**src/rtl/aik_digit_accum.sv**
```systemverilog
// Collects NUM_DIGITS decoded decimal digits (most significant digit first) into one
// unsigned binary value. The result is offered on a valid/ready handshake with a sticky bad-digit flag.
module aik_digit_accum #(
  parameter int NUM_DIGITS = 4,
  parameter int OUT_W      = 14
) (
  input  logic             clk,
  input  logic             rst_n,
  input  logic             start,
  input  logic             digit_valid,
  output logic             digit_ready,
  input  logic [3:0]       digit_bin,
  input  logic             digit_invalid,
  output logic             out_valid,
  input  logic             out_ready,
  output logic [OUT_W-1:0] value,
  output logic             err,
  output logic             busy
);

  localparam int CNT_W = (NUM_DIGITS > 1) ? $clog2(NUM_DIGITS) : 1;
  localparam logic [CNT_W-1:0] LAST_CNT = CNT_W'(NUM_DIGITS - 1);

  typedef enum logic [1:0] {
    IDLE,
    ACCUM,
    DONE
  } state_t;

  state_t           state, state_nxt;
  logic [OUT_W-1:0] acc, acc_nxt;
  logic [CNT_W-1:0] cnt, cnt_nxt;
  logic             err_nxt;
  logic             accept;
  logic             bad;
  logic [OUT_W-1:0] contrib;

  // Every output is decoded from state or taken straight from a register.
  assign digit_ready = (state == ACCUM);
  assign out_valid   = (state == DONE);
  assign busy        = (state != IDLE);
  assign value       = acc;

  assign accept  = digit_valid & digit_ready;
  assign bad     = digit_invalid | (digit_bin > 4'd9);
  assign contrib = bad ? '0 : OUT_W'(digit_bin);

  always_ff @(posedge clk) begin
    if (!rst_n) begin
      state <= IDLE;
      acc   <= '0;
      cnt   <= '0;
      err   <= 1'b0;
    end else begin
      state <= state_nxt;
      acc   <= acc_nxt;
      cnt   <= cnt_nxt;
      err   <= err_nxt;
    end
  end

  always_comb begin
    state_nxt = state;
    acc_nxt   = acc;
    cnt_nxt   = cnt;
    err_nxt   = err;
    case (state)
      IDLE: begin
        if (start) begin
          state_nxt = ACCUM;
          acc_nxt   = '0;
          cnt_nxt   = '0;
          err_nxt   = 1'b0;
        end
      end
      ACCUM: begin
        if (accept) begin
          // acc*10 as shift-and-add; a contribution of at most 9 cannot overflow OUT_W.
          acc_nxt = (acc << 3) + (acc << 1) + contrib;
          cnt_nxt = cnt + 1'b1;
          if (bad) begin
            err_nxt = 1'b1;
          end
          if (cnt == LAST_CNT) begin
            state_nxt = DONE;
          end
        end
      end
      DONE: begin
        if (out_ready) begin
          if (start) begin
            state_nxt = ACCUM;
            acc_nxt   = '0;
            cnt_nxt   = '0;
            err_nxt   = 1'b0;
          end else begin
            state_nxt = IDLE;
          end
        end
      end
      default: state_nxt = IDLE;
    endcase
  end

endmodule

```
**config.mk**
```make
export PLATFORM = sky130hd
export DESIGN_NAME = aik_digit_accum
export DESIGN_NICKNAME = d
export VERILOG_FILES = /design/src/rtl/aik_digit_accum.sv
export SDC_FILE = /design/constraint.sdc
export NUM_CORES = 1
export LEC_CHECK = 0
export ABC_AREA = 1
export BUFFER_PORTS_ARGS = -buffer_cell sky130_fd_sc_hd__buf_4
export CAP_MARGIN = 5
export CORE_MARGIN = 8
export CORE_UTILIZATION = 30
export DETAILED_ROUTE_END_ITERATION = 8
export PLACE_DENSITY = 0.6
export SLEW_MARGIN = 20
export SYNTH_ARGS = -nofsm -noshare
export SYNTH_HDL_FRONTEND = slang
export SYNTH_SLANG_ARGS = --single-unit
```
**constraint.sdc**
```tcl
create_clock -name clk -period 3.7 [get_ports clk]
set_input_delay 0.555 -clock clk [delete_from_list [all_inputs] [get_ports clk]]
set_output_delay 0.555 -clock clk [all_outputs]
set_load 0.02 [all_outputs]
```
Word-level counts from Yosys, hierarchy flattened --
Cells that the tools add are included.
Cells by class: reduce and logical (&&, ||, !) cells 6, equal/unequal tests 8, multiplexer cells 20, order comparisons 1, bitwise logic cells 2, $add $sub $neg 3
Operators by type and width (count):
- $mux W14 | 3
- $pmux W14 S3 | 1
- $add A14 B14 Y14 | 1
- $add A14 B4 Y14 | 1
- $mux W2 | 7
- $pmux W2 S3 | 2
- $ne A2 B1 Y1 const B | 4
- $reduce_and A4 Y1 | 2
- $mux W1 | 5
- $eq A2 B2 Y1 const B | 2
- $gt A4 B4 Y1 const B | 1
- $mux W4 | 1
- $pmux W1 S3 | 1
- $reduce_and A3 Y1 | 1
- $reduce_bool A3 Y1 | 1
- $add A2 B1 Y2 const B | 1
- $eq A2 B1 Y1 const B | 1
- $logic_not A2 Y1 | 1
- $ne A2 B2 Y1 const B | 1
- $reduce_bool A2 Y1 | 1
- $and A1 B1 Y1 | 1
- $or A1 B1 Y1 | 1
Storage, ports and cells: bits of input ports 10, logic and storage cells 44, flip-flop bits (word level) 19, output and inout port bits 18

Longest topological paths before layout --
word-level depth 6, mapped depth 17, depth with buffers taken out 17

Worst setup path after synthesis --
Ideal clock, no wire load.
kind input to register, start point input port digit_bin[1], end point register acc[6] (netlist: value[6]), buffers on the path 0, setup time 0.118 ns, cell stages on the path 14, path slack 1.063 ns, data arrival time 2.519 ns, data required time 3.582 ns, cell sequence inv_1 > nand2_1 > a21oi_1 > nand2_1 > fa_1 > inv_1 > fa_1 > nand2_1 > nand3_1 > nand2_1 > inv_1 > or2_2 > nand3_1 > a21oi_1
On the way: cells in the longest elaborated chain, start to end 6
Ends and longest elaborated chain:
- from (decl) | RTL line 12 | input logic [3:0] digit_bin,
- $gt A4 B4 Y1 | RTL line 45 | assign bad = digit_invalid | (digit_bin > 4'd9);
- $or A1 B1 Y1 | RTL line 45
- $mux W4 (*) | RTL line 46 | assign contrib = bad ? '0 : OUT_W'(digit_bin);
- $add A14 B4 Y14 (*) | RTL line 79 | acc_nxt = (acc << 3) + (acc << 1) + contrib;
- $mux W14 (*) | RTL line 77 | if (accept) begin
- $pmux W14 S3 (*) | RTL line 67 | case (state)
- to (signal assigned) | RTL line 56 | acc <= acc_nxt;
- to (decl) | RTL line 31 | logic [OUT_W-1:0] acc, acc_nxt;
Mark *: on every way between the ends. The rest lies on a longest branch, timed or not. The select of a mux whose other input is x is not followed. A chain may end at the register's enable or synchronous reset.

Final worst setup path --
start point input port digit_bin[2], end point register acc[6] (netlist: value[6])
Same word-level chain as after synthesis.

==> summary.md <==
| Metric | Value |
|---|---|
| N_diodes | `0` |
| Clk Latency, worst-skew pair | `around 260 ps` |
| DP Worst Slack | `~720 ps` |
| Crit path cell chain | `buf_4 -> inv_1 -> nand2_1 -> a21oi_1 -> inv_1 -> nor2_1 -> ha_1 -> ha_1 -> fa_1 -> nand2_1 -> nand3_1 -> nand2_1 -> inv_1 -> or2_2 -> nand3_1 -> a21oi_1` |
| Number of synthesized register bits | `19` |
| Final worst path period share | `~73%` |
| Die Span Y | `a little over 90 um` |
| RD Place Congestion | `between 0.8 and 0.9` |
| WP buf/inv | `4` |
| Family with the most delay on the worst path | `adder cells` |
| Clock period minus worst slack | `between 2000 and 3000 ps` |
| DIE WIDTH | `a little over 90 um` |
| WS Path Type | `input pin to register` |
| Detail Route Antenna Nets | `0` |
| # hold bufs at CTS | `0` |
| Via density | `about 4.6` |
| FF/Latch Area | `~380 sq um` |
| Clock sink total | `19` |
| RSZ-0062 raised after global routing | `no` |
| First-pass GRT wire length | `about 7.4 mm` |
| Final nets | `approximately 310` |
| Worst Path Required | `3830 ps` |
| DR vias | `~1,600` |
| Initial Util | `approximately 31%` |
| Worst-path clk slew | `80 ps` |
| First-pass DRT Iterations | `4` |
| Max Freq | `369.9 MHz` |
| Synth warn | `0` |
| Initial antenna violation count | `0` |
| Non-Filler Instances | `350` |
| CTS Buffer Depth | `2` |
| Total die area | `approximately 8400 sq um` |
| Delay of the slowest critical-path stage | `420 ps` |
| DRT iter0 DRCs | `62` |
| CTS tree | `done` |
| Setup violators final | `0` |
| I/O Buffers | `27` |
| Pins over their slew limit | `0` |
| Worst reg-to-reg setup slack | `1300 ps` |
| Peak VDD IR | `around 0.18 mV` |
| Post-CTS Setup Bufs | `0` |
| DP Wirelength | `about 3.3 mm` |
| Worst Path Max Fanout | `4` |
| Setup crit start kind | `input pin` |
| Dpl cells | `about 350` |
| Core Region | `between 5000 and 6000 sq um` |
| Minimum hold slack | `about 470 ps` |
| Vias in the first global route | `1,696` |
| Root Buffer Master | `clkbuf_8` |
| Post-cts gate resize count | `0` |
| GRT Overall Usage | `a little over 10%` |
| Largest net degree at the start of global routing | `18` |
| Arrival @ worst endpoint | `between 2000 and 3000 ps` |
| Endpoints failing hold | `0` |
| Seq/Total Area, Yosys | `about 22%` |
| Rows | `27` |
| Max-cap violations | `0` |
| H-tree Lvls | `1` |
| Worst setup margin | `around 1000 ps` |
| Final setup TNS | `0 ps` |
| # DRC | `0` |
| Layout cells sized above 1 | `between 20% and 30%` |
| Syn Inst Count | `250` |
| CP max stage cell | `fa_1` |
| Hold WC Path Type | `register to register` |
| Num ports | `28` |
| Slew HR | `between 50% and 60%` |
| Post-Syn Area per Cell | `6.842 sq um` |
| Status | `completed` |
| PwrDens | `229.5 nW/um^2` |
| Area of the multi-input gates | `between 1000 and 1500 sq um` |
| TritonCTS Buffers | `3` |
| Pwr Total | `0.4609 mW` |
| Setup crit end kind | `register` |
| P_leak | `1.088 nW` |
| Post-Syn Area | `approximately 1700 sq um` |
| Global route total overflow | `0` |
| Filler instances | `614` |
| Wire per inst | `~12 um` |
| Area Overhead vs Synth | `17.41%` |
| Synth Net Count | `approximately 290` |
| Total wire length | `about 4.0 mm` |
| Final setup skew | `between 4 and 5 ps` |
| Post-synthesis cell type count | `25` |
| Slew @ Worst Pin | `~620 ps` |
[path summary, 6_finish.rpt]
check,start,to,cells past startpoint
hold reg to reg,err,err,2
setup reg to reg,value[0],value[6],11
hold / removal,err,err,2
setup / recovery,digit_bin[2],value[6],16
[cell families after synthesis]
logic type / after synthesis / share of synthesized area [%]
AND/OR/NAND/NOR: 136 / 37.53
buffers and inverters: 41 / 10.90
AO/OA/AOI/OAI: 29 / 10.17
adder cells (fa/ha/maj): 25 / 19.17
flip-flops: 19 / 22.24
[cells in the final DEF, fill, tap and decap left out, drive strengths merged, types with 4 or more instances in the layout]
cell type  synthesis  layout
buf                2      27
nand2             86      86
nand4              5       5
o21ai              4       4
nand3             21      21
ha                23      23
nor2              19      19
dfxtp             19      19
a21oi             24      24
inv               37      37
[synth_stat cells (all sizes together)]
| cell type | n | area [sq um] |
|---|---|---|
| clkinv | 1 | 3.750 |
| nand3 | 21 | 105.1 |
| buf | 2 | 31.28 |
| o21ai | 4 | 20.02 |
| a21oi | 24 | 146.4 |
| fa | 2 | 40.04 |
| a21boi | 1 | 7.510 |
| nor2 | 19 | 116.4 |
| nand2 | 86 | 355.3 |
| nand3b | 3 | 22.52 |
| or2 | 1 | 6.260 |
| inv | 37 | 138.9 |
| dfxtp | 19 | 380.4 |
| nand4 | 5 | 31.28 |
| dlymetal6s2s | 1 | 12.51 |
| nor3 | 1 | 5.000 |
| ha | 23 | 287.8 |
[per-layer routing]
layer / global-route usage (%) / share of wire (%) / vias to the layer above
met1: 11.91 / 48 / 707
met3: 3.704 / 7.6 / 2
met4: 1.774 / 0.74 / 0
met2: 17.53 / 44 / 50
li1: - / - / 860
met5: 0 / 0 / -
[metrics by stage]
stage,utilization [%],area (sq um)
final,36.47,2008
after CTS,36.47,2008
after global routing,36.47,2008
after detailed placement,35.58,1959
after floorplan,-,1710
after global placement,35.58,1959
[where the power goes]
group	internal, mW	total, mW	switching, mW
Sequential	0.209	0.215	0.00580
Clock	0.0761	0.155	0.0793
Combinational	0.0324	0.0903	0.0579
Total	0.318	0.461	0.143
[worst min-delay path: stages (launching register included)]
cell and delay [ps]:
dfxtp_1 320, nand2_1 60, a21oi_1 50
[flip-flops by register name, indices dropped and copies added, names as in the netlist]
register,cells
err,1
value,14
cnt,2
state,2
[layout make-up]
cell class | count | area share, %
repair buffers | 27 | 10.09
clock inverters | 1 | 0.3738
clock buffers | 3 | 2.056
flip-flops and latches | 19 | 18.94
well taps | 72 | 4.486
inverters | 38 | 7.103
multi-input cells | 190 | 56.95
Note: power is estimated with default switching activity, not from simulation.
